[src/rtl/tpu_pkg.sv]
// Shared TPU address map, bus word geometry and bus-master state encoding.
package tpu_pkg;

  localparam logic [15:0] TPU_A_BASE = 16'h0100;
  localparam logic [15:0] TPU_B_BASE = 16'h0200;
  localparam logic [15:0] TPU_C_BASE = 16'h0300;
  localparam logic [15:0] TPU_START  = 16'h0400;

  localparam int unsigned TPU_WORD_BYTES  = 8;
  localparam int unsigned TPU_WORD_SHIFT  = 3;
  localparam int unsigned TPU_C_ROW_BYTES = 16;

  localparam logic [3:0] S_IDLE   = 4'd0;
  localparam logic [3:0] S_LOAD_A = 4'd1;
  localparam logic [3:0] S_LOAD_B = 4'd2;
  localparam logic [3:0] S_LOAD_C = 4'd3;
  localparam logic [3:0] S_START  = 4'd4;
  localparam logic [3:0] S_WAIT   = 4'd5;
  localparam logic [3:0] S_RD     = 4'd6;
  localparam logic [3:0] S_OUT    = 4'd7;
  localparam logic [3:0] S_DONE   = 4'd8;

  typedef enum logic [3:0] {
    ST_IDLE   = S_IDLE,
    ST_LOAD_A = S_LOAD_A,
    ST_LOAD_B = S_LOAD_B,
    ST_LOAD_C = S_LOAD_C,
    ST_START  = S_START,
    ST_WAIT   = S_WAIT,
    ST_RD     = S_RD,
    ST_OUT    = S_OUT,
    ST_DONE   = S_DONE
  } tpu_master_state_t;

endpackage

[src/rtl/tpu_bus_master.sv]
// Drives one complete TPU matrix job over the memory-mapped slave port:
// load A/B/C from a stream, start, wait, read C back onto a result stream.
module tpu_bus_master
  import tpu_pkg::*;
#(
  parameter int unsigned DIM         = 8,
  parameter int unsigned BITS_AB     = 8,
  parameter int unsigned BITS_C      = 16,
  parameter int unsigned ADDRW       = 16,
  parameter int unsigned DATAW       = 64,
  parameter int unsigned WAIT_CYCLES = 3*DIM-1
) (
  input  logic             clk,
  input  logic             rst_n,
  input  logic             start,
  output logic             busy,
  output logic             done,
  input  logic [DATAW-1:0] src_data,
  input  logic             src_valid,
  output logic             src_ready,
  output logic             r_w,
  output logic [ADDRW-1:0] addr,
  output logic [DATAW-1:0] bus_wdata,
  input  logic [DATAW-1:0] bus_rdata,
  output logic [DATAW-1:0] res_data,
  output logic             res_valid,
  input  logic             res_ready
);

  localparam int unsigned WCW = $clog2(2*DIM) + 1;
  localparam int unsigned WTW = $clog2(WAIT_CYCLES) + 1;
  localparam bit CFG_OK = (DIM*BITS_AB == DATAW) && (DIM*BITS_C == 2*DATAW);

  if (!CFG_OK) begin : g_bad_cfg
    $error("tpu_bus_master: DIM/BITS_AB/BITS_C do not match DATAW");
  end

  tpu_master_state_t state, next_state;
  logic [WCW-1:0]   word_cnt, word_nxt;
  logic [WTW-1:0]   wait_cnt, wait_nxt;
  logic             src_hs, res_hs, phase_change;
  logic             r_w_nxt;
  logic [ADDRW-1:0] addr_nxt, load_base;
  logic [DATAW-1:0] wdata_nxt;

  assign src_ready = (state == ST_LOAD_A) || (state == ST_LOAD_B) || (state == ST_LOAD_C);
  assign busy      = (state != ST_IDLE) && (state != ST_DONE);
  assign done      = (state == ST_DONE);
  assign src_hs    = src_valid && src_ready;
  assign res_hs    = res_valid && res_ready;

  always_comb begin
    next_state = state;
    case (state)
      ST_IDLE:   if (start) next_state = ST_LOAD_A;
      ST_LOAD_A: if (src_hs && word_cnt == WCW'(DIM-1)) next_state = ST_LOAD_B;
      ST_LOAD_B: if (src_hs && word_cnt == WCW'(DIM-1)) next_state = ST_LOAD_C;
      ST_LOAD_C: if (src_hs && word_cnt == WCW'(2*DIM-1)) next_state = ST_START;
      ST_START:  next_state = ST_WAIT;
      ST_WAIT:   if (wait_cnt == WTW'(WAIT_CYCLES-1)) next_state = ST_RD;
      ST_RD:     next_state = ST_OUT;
      ST_OUT:    if (res_hs) next_state = (word_cnt == WCW'(2*DIM-1)) ? ST_DONE : ST_RD;
      ST_DONE:   next_state = ST_IDLE;
      default:   next_state = ST_IDLE;
    endcase
  end

  // The RD/OUT pair is one phase: the word counter walks across it.
  assign phase_change = (next_state != state) &&
                        !((state == ST_RD)  && (next_state == ST_OUT)) &&
                        !((state == ST_OUT) && (next_state == ST_RD));

  always_comb begin
    word_nxt = word_cnt;
    wait_nxt = wait_cnt;
    if (src_hs || res_hs) word_nxt = word_cnt + 1'b1;
    if (state == ST_WAIT) wait_nxt = wait_cnt + 1'b1;
    if (phase_change) begin
      word_nxt = '0;
      wait_nxt = '0;
    end
  end

  always_comb begin
    case (state)
      ST_LOAD_A: load_base = ADDRW'(TPU_A_BASE);
      ST_LOAD_B: load_base = ADDRW'(TPU_B_BASE);
      default:   load_base = ADDRW'(TPU_C_BASE);
    endcase
  end

  // Bus fields are registered: a load handshake shows on the bus next cycle,
  // while RD addresses are set up on entry so bus_rdata is valid in RD.
  always_comb begin
    r_w_nxt   = 1'b0;
    addr_nxt  = '0;
    wdata_nxt = '0;
    if (src_hs) begin
      r_w_nxt   = 1'b1;
      addr_nxt  = load_base + (ADDRW'(word_cnt) << TPU_WORD_SHIFT);
      wdata_nxt = src_data;
    end else if (state == ST_START) begin
      r_w_nxt  = 1'b1;
      addr_nxt = ADDRW'(TPU_START);
    end
    if (next_state == ST_RD)
      addr_nxt = ADDRW'(TPU_C_BASE) + (ADDRW'(word_nxt) << TPU_WORD_SHIFT);
    else if (next_state == ST_OUT)
      addr_nxt = addr;
  end

  always_ff @(posedge clk or negedge rst_n) begin
    if (!rst_n) begin
      state     <= ST_IDLE;
      word_cnt  <= '0;
      wait_cnt  <= '0;
      r_w       <= 1'b0;
      addr      <= '0;
      bus_wdata <= '0;
      res_valid <= 1'b0;
      res_data  <= '0;
    end else begin
      state     <= next_state;
      word_cnt  <= word_nxt;
      wait_cnt  <= wait_nxt;
      r_w       <= r_w_nxt;
      addr      <= addr_nxt;
      bus_wdata <= wdata_nxt;
      if (state == ST_RD) begin
        res_valid <= 1'b1;
        res_data  <= bus_rdata;
      end else if (res_hs) begin
        res_valid <= 1'b0;
      end
    end
  end

endmodule
[config.mk]
export PLATFORM = sky130hd
export DESIGN_NAME = tpu_bus_master
export DESIGN_NICKNAME = d
export VERILOG_FILES = /design/src/rtl/tpu_pkg.sv /design/src/rtl/tpu_bus_master.sv
export SDC_FILE = /design/constraint.sdc
export NUM_CORES = 1
export LEC_CHECK = 0
export CAP_MARGIN = 40
export CORE_AREA = 2 2 108 110
export DETAILED_ROUTE_END_ITERATION = 6
export DIE_AREA = 0 0 110 112
export DONT_BUFFER_PORTS = 1
export GPL_TIMING_DRIVEN = 0
export PLACE_DENSITY_LB_ADDON = 0.12
export SLEW_MARGIN = 10
export SYNTH_ARGS = -nofsm -noshare
export SYNTH_HDL_FRONTEND = slang
export SYNTH_SLANG_ARGS = --single-unit
[constraint.sdc]
create_clock -name clk -period 5.6 [get_ports clk]
set_input_delay 0.84 -clock clk [delete_from_list [all_inputs] [get_ports clk]]
set_output_delay 0.84 -clock clk [all_outputs]
set_load 0.1 [all_outputs]
### After elaboration in Yosys (flattened, before gate mapping)

Cells that the tools add are included.

| operators by class | value |
|---|---|
| add/sub/neg operators | 4 |
| eq/ne operators | 16 |
| muxes and demuxes | 22 |
| reductions and logical operators | 18 |

Operators with widths:

| kind | number |
|---|---|
| $mux W64 | 1 |
| $mux W16 | 3 |
| $pmux W4 S8 | 1 |
| $mux W4 | 7 |
| $eq A4 B3 Y1 const B | 6 |
| $pmux W10 S2 | 1 |
| $add A16 B8 Y16 | 1 |
| $mux W6 | 2 |
| $add A10 B8 Y11 const A | 1 |
| $mux W11 | 1 |
| $mux W5 | 2 |
| $logic_and A1 B1 Y1 | 9 |
| $eq A4 B2 Y1 const B | 2 |
| $add A6 B1 Y6 const B | 1 |
| $eq A6 B5 Y1 const B | 1 |
| $add A5 B1 Y5 const B | 1 |
| $eq A5 B3 Y1 const B | 1 |
| $eq A5 B4 Y1 const B | 1 |
| $eq A4 B1 Y1 const B | 1 |
| $eq A4 B4 Y1 const B | 1 |
| $logic_not A4 Y1 | 1 |
| $mux W1 | 4 |
| $ne A4 B4 Y1 | 1 |
| $ne A4 B4 Y1 const B | 1 |
| other kinds (5) | 9 |

| storage, ports and cells | value |
|---|---|
| output and inout bits | 149 |
| register bits after elaboration | 161 |
| bits of input ports | 133 |

### Longest topological paths before layout

Gate-level depths: netlist of run 1.

| depth | value |
|---|---|
| depth in word-level cells | 15 |
| mapped depth | 10 |
| gate-level depth less buffers | 9 |

### Least setup slack after synthesis of run 1

OpenSTA, ideal clock, no wires.

| timing path | value |
|---|---|
| path type | reg-to-output |
| from | register state[0] |
| to | output port done |
| arrival | 2910 ps |
| path buffers | 2 |
| setup slack | 1850 ps |
| cell stages (with the launch flop) | 5 |
| cells stage by stage | dfrtp_1 buf_2 buf_1 or3_1 nor2_1 |

| between the ends | value |
|---|---|
| word-level cells in the longest chain between the ends | 1 |

RTL lines:

| item | RTL line | RTL |
|---|---|---|
| from (decl) | tpu_bus_master.sv:38 | `tpu_master_state_t state, next_state;` |
| from (signal assigned) | tpu_bus_master.sv:123 | `state <= next_state;` |
| $eq A4 B4 Y1 | tpu_bus_master.sv:48 | `assign done = (state == ST_DONE);` |
| to (decl) | tpu_bus_master.sv:17 | `output logic done,` |

No other way between the ends.

### Worst setup path in the final report of run 1

Same ends and word-level chain as after synthesis.

==> results of run 1 <==
[cells in the mapped netlist, types with 3 or more instances]
cell      count
dfrtp_1     153
and2_1       68
mux2_2       64
nor2_1       18
a21oi_1      10
buf_2        10
nand2_1      10
buf_4         9
clkbuf_1      8
o21ai_0       8
inv_1         7
nand3_1       7
xor2_1        5
a22oi_1       4
ha_1          4
nand2b_1      3
[registers in the layout (all words and copies together) (netlist names)]
signal,cells
r_w,1
wait_cnt,6
res_valid,1
bus_wdata,64
state,4
word_cnt,5
res_data,64
addr,8
[how the worst max path moves through the flow]
stage                        to  slack, ps  depth (start not counted)
floorplan                  done       1850                          4
detailed placement  word_cnt[1]       3060                         10
finish                     done       2730                          5
CTS                        done       2740                          5
global route               done       2610                          5
global placement           done       1700                          4
[cell families (layout without fill, tap and decap cells)]
group           count (synthesis)  count (layout)  synth area share
compound gates                 42              42           0.04853
buf+inv                        35             180           0.03035
mux                            65              65            0.1248
other cells                     1              16         0.0006407
simple gates                  124             124            0.1225
xor+xnor                        7               7           0.01047
flops                         153             153            0.6541
fa+ha+maj                       4               4          0.008551
[metal layers]
| layer | global-route usage | vias to the layer above |
|---|---|---|
| met5 | 0 | - |
| met4 | 0.08861 | 0 |
| met3 | 0.09836 | 33 |
| met2 | 0.4086 | 209 |
| met1 | 0.2814 | 2017 |
| li1 | - | 1721 |
[cell type report]
| class | instances | area [um^2] | share of cell area |
|---|---|---|---|
| flip-flops and latches | 153 | 3829 | 0.4309 |
| repair buffers | 113 | 2206 | 0.2482 |
| multi-input cells | 250 | 1876 | 0.2111 |
| clock buffers | 21 | 460.4 | 0.05182 |
| well taps | 143 | 178.9 | 0.02014 |
| plain buffers | 28 | 151.4 | 0.01704 |
| clock inverters | 11 | 138.9 | 0.01563 |
| inverters | 7 | 26.28 | 0.002957 |
| diodes | 8 | 20.02 | 0.002253 |
[stage by stage]
step,util,cells
2_1_floorplan,-,438
3_3_place_gp,0.5422,581
3_5_place_dp,0.6928,668
4_1_cts,0.7464,700
5_1_grt,0.7952,734
6_report,0.7952,734
[cell usage in the layout, fill, tap and decap left out, types with 8 or more instances in the layout]
master / synthesis / final
diode_2: 0 / 8
and2_1: 68 / 68
a21oi_1: 10 / 10
nor2_1: 18 / 17
buf_1: 1 / 30
conb_1: 1 / 8
mux2_2: 64 / 64
clkbuf_1: 8 / 18
clkbuf_16: 0 / 17
buf_4: 9 / 9
o21ai_0: 8 / 8
buf_2: 10 / 10
nand2_1: 10 / 10
dfrtp_1: 153 / 153
buf_16: 0 / 74
==> results_dict.tcl, run 1 <==
set metrics [dict create \
    status "finished, final reports clean" \
    async_reset_ff_frac 1.000 \
    tns_ps 0 \
    insertion_delay_ps 410 \
    slew_violations 0 \
    cts_root_buffer "clkbuf_16" \
    cts.htree.levels 4 \
    nets 707 \
    post-route-period-util 0.5128 \
    crit_fanout 10 \
    crit_arrival_ps 2030 \
    grt_max_degree 154 \
    top_layer_used "met4" \
    fillers 563 \
    ys_seq_elements 153 \
    overflow 0 \
    dr_wl_met3_um 1357 \
    hold_ws_ps 124.7 \
    drive_above_1_share 0.3413 \
    max_cap_violations 0 \
    core_mm2 0.01117 \
    route.detailed.drc 0 \
    die_w_um 110 \
    yosysTopAreaCell "dfrtp_1" \
    worst_slew_pin_slew_ps 948.9 \
    wl_met2_um 9478 \
    cp_top_family "buffers and inverters" \
    clock_sinks 153 \
    slowest_stage "or3_1" \
    wl_met1_um 6491 \
    ys_top_cells_by_area "dfrtp_1, mux2_2, and2_1" \
    hpwl_um 11290 \
    synth_ff_type "dfrtp_1" \
    grt_pass1_wl_um 22090 \
    timing.fmax_mhz 348.3 \
    path_cells "buf_2 -> buf_1 -> or3_1 -> nor2_2 -> buf_8" \
    r2r-end "wait_cnt[4]" \
    r2r_slack_ps 3010 \
    syn_inst 431 \
    crit_type "reg2out" \
    antenna_left 0 \
    period_minus_slack_ps 2871 \
    cts_hold_buffers 0 \
    ys_warn_count 0 \
    yosysTopAreaCellShare 0.6541 \
    rr_worst_depth 10 \
    cpPeakStageDelay_ps 460 \
    stdcell_area_mm2 0.008886 \
    cp.required_ps 4760 \
    first_iter_violations 226 \
    setup_viol 0 \
    tritoncts "yes" \
    groute.usage.overall 0.2447 \
    worst_setup_path_end_kind "output port" \
    wl_per_cell_um 24.26 \
    cts_buffers 17 \
    via_per_inst 5.422 \
    slew_headroom 0.3674 \
    area_delta_synth_final_pct 51.82 \
    fin_worst_skew_ps 5.941 \
    crit-reg2reg-launch "word_cnt[0]" \
    gp_congestion 0.8740 \
    initial_core_util 0.5238 \
    wl_um 17810 \
    startpoint_type "flip-flop" \
    cts_setup_buffers 0 \
    clkTransAtPathRegs_ps 60 \
    rsz0062_at_grt "false" \
    placed_area_mm2 0.007741 \
    syn_avg_cell_area_um2 13.58 \
    worstSetupStartpoint "state[0]" \
    io_pins 282 \
    setup_ws_ps 2729 \
    ctsLongestPathBuffers 2 \
    hold_violations 0 \
    drt-pass1-iter-count 5 \
    pre_cts_slack_ps 3056 \
    grt_pass1_vias 3852 \
    synth.distinct_cells 48 \
    vias 3980 \
    dieArea_mm2 0.01232 \
    numPortBuffers 0 \
    ys_seq_area_frac 0.6541 \
    row_count 39 \
    cts_resized 0 \
    synth_edf_count 0 \
    dieHeight_um 112 \
    antenna_found_initial 7 \
    hold_path_class "in2async" \
    critPathBufInv 3 \
    netlist_area_mm2 0.005853 \
]
Power of run 1 is left out: the tool's default activity adds up to more than one toggle a clock period on the data nets, which glitch-free logic cannot reach.
==> run 2: changes to the inputs <==
==> constraint.sdc (replaced) <==
create_clock -name clk -period 2.95 [get_ports clk]
set_input_delay 0.4425 -clock clk [delete_from_list [all_inputs] [get_ports clk]]
set_output_delay 0.4425 -clock clk [all_outputs]
set_load 0.1 [all_outputs]
==> results_dict.tcl, run 2 (same netlist as run 1, synthesis figures left out) <==
set metrics [dict create \
    first_iter_violations 295 \
    rsz0062_at_grt "false" \
    hold_violations 153 \
    reg_top3 "bus_wdata (64), res_data (64), addr (8)" \
    r2r_slack_ps 350 \
    grt_pass1_vias 4019 \
    final_cell_mix "dfrtp_1, buf_16, and2_1" \
    drive_above_1_share 0.3551 \
    wl_per_cell_um 24.85 \
    stdcell_area_mm2 0.008811 \
    nets 692 \
    fin_util 0.7885 \
    row_count 39 \
    layout_commonest_cell "dfrtp_1" \
    cts.htree.levels 4 \
    max_cap_violations 0 \
    crit_fanout 10 \
    io_pins 282 \
    startpoint_type "flip-flop" \
    crit_type "reg2reg" \
    antenna_left 0 \
    hold_path_class "in2async" \
    worst_slew_pin_slew_ps 930.3 \
    antenna_found_initial 2 \
    worst_setup_path_end_kind "flip-flop" \
    hpwl_um 11140 \
    numPortBuffers 0 \
    setup_ws_ps 350.2 \
    period_minus_slack_ps 2600 \
    setup_viol 0 \
    slew_violations 0 \
    cts_setup_buffers 0 \
    overflow 0 \
    cts_resized 0 \
    crit_arrival_ps 2900 \
    r2r-end "wait_cnt[5]" \
    dieArea_mm2 0.01232 \
    die_w_um 110 \
    vias 3865 \
    fin_worst_skew_ps 16.97 \
    dieHeight_um 112 \
    drt-pass1-iter-count 4 \
    clkTransAtPathRegs_ps 70 \
    cp.required_ps 3250 \
    initial_core_util 0.5238 \
    violations "hold timing" \
    hold_ws_ps -283.5 \
    path_cells "ha_1 -> and3_1 -> ha_1 -> nand3_1 -> or2_2 -> nor2b_1 -> o21bai_1 -> mux2i_1 -> buf_4 -> nor2_1" \
    route.detailed.drc 0 \
    cts_buffers 17 \
    slew_headroom 0.3802 \
    pre_cts_slack_ps 430.8 \
    cts_root_buffer "clkbuf_16" \
    tritoncts "yes" \
    area_delta_synth_final_pct 50.53 \
    status "complete, but fails checks" \
    grt_pass1_wl_um 22870 \
    cpPeakStageDelay_ps 460 \
    placed_area_mm2 0.007677 \
    ctsLongestPathBuffers 2 \
    slowest_stage "dfrtp_1" \
    crit_top_cell "ha_1" \
    groute.usage.overall 0.2568 \
    wl_um 17650 \
    grt_max_degree 154 \
    post-route-period-util 0.8813 \
    rr_worst_depth 10 \
    gp_congestion 0.8596 \
    insertion_delay_ps 420 \
    core_mm2 0.01117 \
    crit-reg2reg-launch "word_cnt[0]" \
    via_per_inst 5.444 \
    timing.fmax_mhz 384.6 \
    clock_sinks 153 \
]
run 2: changes by cell type in the layout (fill, tap and decap cells not counted):
| cell | change |
|---|---|
| clkbuf_8 | +1 |
| diode_2 | -7 |
| inv_6 | +1 |
| buf_1 | -15 |
| inv_8 | -2 |
| buf_8 | +1 |
| clkinv_2 | +2 |
| buf_2 | +1 |
| clkbuf_1 | -4 |
| clkinv_4 | -1 |
| clkinvlp_4 | -1 |
run 2: worst max path at each step:
stage,to,cells past startpoint,slack [ps],from
2_1_floorplan,done,4,60,state[0]
3_3_place_gp,done,4,-50,state[0]
3_5_place_dp,word_cnt[4],10,430,word_cnt[0]
4_1_cts,word_cnt[4],10,390,word_cnt[0]
5_1_grt,word_cnt[1],10,170,word_cnt[0]
6_report,wait_cnt[5],10,350,word_cnt[0]
run 2: per-stage QoR:
step                setup TNS, ps  cells
global placement           -51.68    581
CTS                             0    684
floorplan                       0    438
global route                    0    710
finish                          0    710
detailed placement              0    654
run 2: per-layer routing:
layer	global-route usage	wire, um
met5	0	16
met4	0.1105	326
met3	0.1036	1485
met2	0.4160	9266
met1	0.2992	6553
run 2: critical path, delay by kind of cell, from the launching register on:
kind | cells | cell delay [ps]
AOI/OAI and AO/OA | 1 | 180
adders and majority gates | 2 | 440
buffers and inverters | 1 | 240
DFF | 1 | 460
muxes | 1 | 250
and+or+nand+nor | 5 | 900
run 2: cell type report:
cell class / instances / area [um^2]
Antenna cell: 1 / 2.502
Buffer: 28 / 151.4
Clock buffer: 20 / 466.7
Clock inverter: 10 / 118.9
Fill cell: 601 / 2364
Inverter: 7 / 26.28
Multi-Input combinational cell: 250 / 1876
Sequential cell: 153 / 3829
Tap cell: 143 / 178.9
Timing Repair Buffer: 98 / 2162
Power of run 2 is left out for the same reason.
==> run 3: changes to the inputs <==
==> constraint.sdc (replaced) <==
create_clock -name clk -period 2.4 [get_ports clk]
set_input_delay 0.36 -clock clk [delete_from_list [all_inputs] [get_ports clk]]
set_output_delay 0.36 -clock clk [all_outputs]
set_load 0.1 [all_outputs]
==> results_dict.tcl, run 3 (same netlist as run 1, synthesis figures left out) <==
set metrics [dict create \
    reg_top3 "bus_wdata (64), res_data (64), addr (8)" \
    first_iter_violations 299 \
    busiest_layer "met2" \
    cp.depth 3 \
    route.detailed.drc 0 \
    wl_um 18520 \
    crit_fanout 6 \
    crit_type "reg2out" \
    insertion_delay_ps 430 \
    vias 4101 \
    post-route-period-util 1.006 \
    rr_worst_depth 10 \
    core_mm2 0.01117 \
    worst_setup_path_end_kind "output port" \
    setup_ws_ps -15.24 \
    fillers 576 \
    area_delta_synth_final_pct 55.90 \
    slew_headroom 0.3744 \
    grtUsageMet1 0.2829 \
    row_count 39 \
    crit-reg2reg-launch "word_cnt[1]" \
    path_cells "buf_6 -> or3_4 -> nor2_4" \
    via_per_inst 5.549 \
    critPathBufInv 1 \
    tritoncts "yes" \
    antenna_found_initial 4 \
    hpwl_um 11350 \
    grt.met2_usage 0.4474 \
    crit_arrival_ps 2060 \
    gp_congestion 0.8464 \
    nets 717 \
    hold_violations 153 \
    dieHeight_um 112 \
    cp_top_family "simple AND/OR/NAND/NOR gates" \
    worst_slew_pin_slew_ps 938.3 \
    r2r-end "wait_cnt[1]" \
    numPortBuffers 0 \
    timing.fmax_mhz 414.0 \
    period_minus_slack_ps 2415 \
    ctsLongestPathBuffers 2 \
    groute.usage.overall 0.2619 \
    startpoint_type "flip-flop" \
    cp.required_ps 2040 \
    clock_sinks 153 \
    pre_cts_slack_ps -155.0 \
    hold_path_class "in2async" \
    die_w_um 110 \
    antenna_left 0 \
    r2r_slack_ps 120 \
    drt-pass1-iter-count 4 \
    drive_above_1_share 0.3767 \
    io_pins 282 \
    setup_viol 1 \
    layout_commonest_cell "dfrtp_1" \
    multi_input_area_mm2 0.001924 \
    slowest_stage "nor2_4" \
    max_cap_violations 0 \
    violations "hold timing, setup timing" \
    slew_violations 0 \
    regArea_mm2 0.003830 \
    status "complete, but fails checks" \
    rsz0062_at_grt "true" \
    overflow 0 \
    hold_ws_ps -366.4 \
    grt_max_degree 154 \
    wl_per_cell_um 25.06 \
    clkTransAtPathRegs_ps 60 \
    grt_pass1_vias 4116 \
    cts_root_buffer "clkbuf_16" \
    grtUsageMet3 0.1030 \
    final_cell_mix "dfrtp_1, buf_16, and2_1" \
    dieArea_mm2 0.01232 \
    grt_pass1_wl_um 23170 \
    fin_worst_skew_ps 10.65 \
    cts_buffers 17 \
    initial_core_util 0.5238 \
    cts.htree.levels 4 \
    cpPeakStageDelay_ps 560 \
]
run 3: changes by cell type in the layout (fill, tap and decap cells not counted), sizes merged:
cell / before / now
buf: 112 / 135
bufinv: 2 / 3
clkbuf: 34 / 37
clkinv: 3 / 4
clkinvlp: 3 / 1
diode: 1 / 4
run 3: repair_timing:
item	4_1_cts	5_1_grt
endpoints found under the setup margin	13	73
buffers inserted	6	9
pin swaps	3	3
gates resized for setup	13	9
gates cloned	1	0
endpoints found under the hold margin	153	153
run 3: layout make-up:
cell class	count	area share
inverter	7	0.002879
tap	143	0.01961
buffer	26	0.01700
antenna	4	0.001097
multi-input combinational	250	0.2109
timing repair buffer	125	0.2627
clock inverter	10	0.01563
clock buffer	21	0.05046
sequential	153	0.4197
run 3: how the worst max path moves through the flow:
stage,from,endpoint,slack [ps]
after floorplan,res_valid,wait_cnt[1],80
after global placement,res_valid,wait_cnt[1],-230
after detailed placement,word_cnt[0],word_cnt[0],-160
after CTS,state[0],done,-50
after global routing,state[2],done,-50
final,state[2],done,-20
run 3: metal layers:
layer  vias to the layer above  share of wire
met3                        32          0.077
met4                         0          0.025
met2                       236           0.54
met1                      2101           0.36
met5                         -              0
li1                       1732              -
run 3: per-stage QoR:
stage	area, um^2	util	cells	setup TNS [ps]
final	9125	0.8166	739	-15.24
after CTS	8448	0.7560	700	-45.88
after global routing	9123	0.8164	738	-70.10
after global placement	6071	0.5433	581	-2490
after floorplan	5892	-	438	0
after detailed placement	7755	0.6940	662	-1522
Power of run 3 is left out for the same reason.
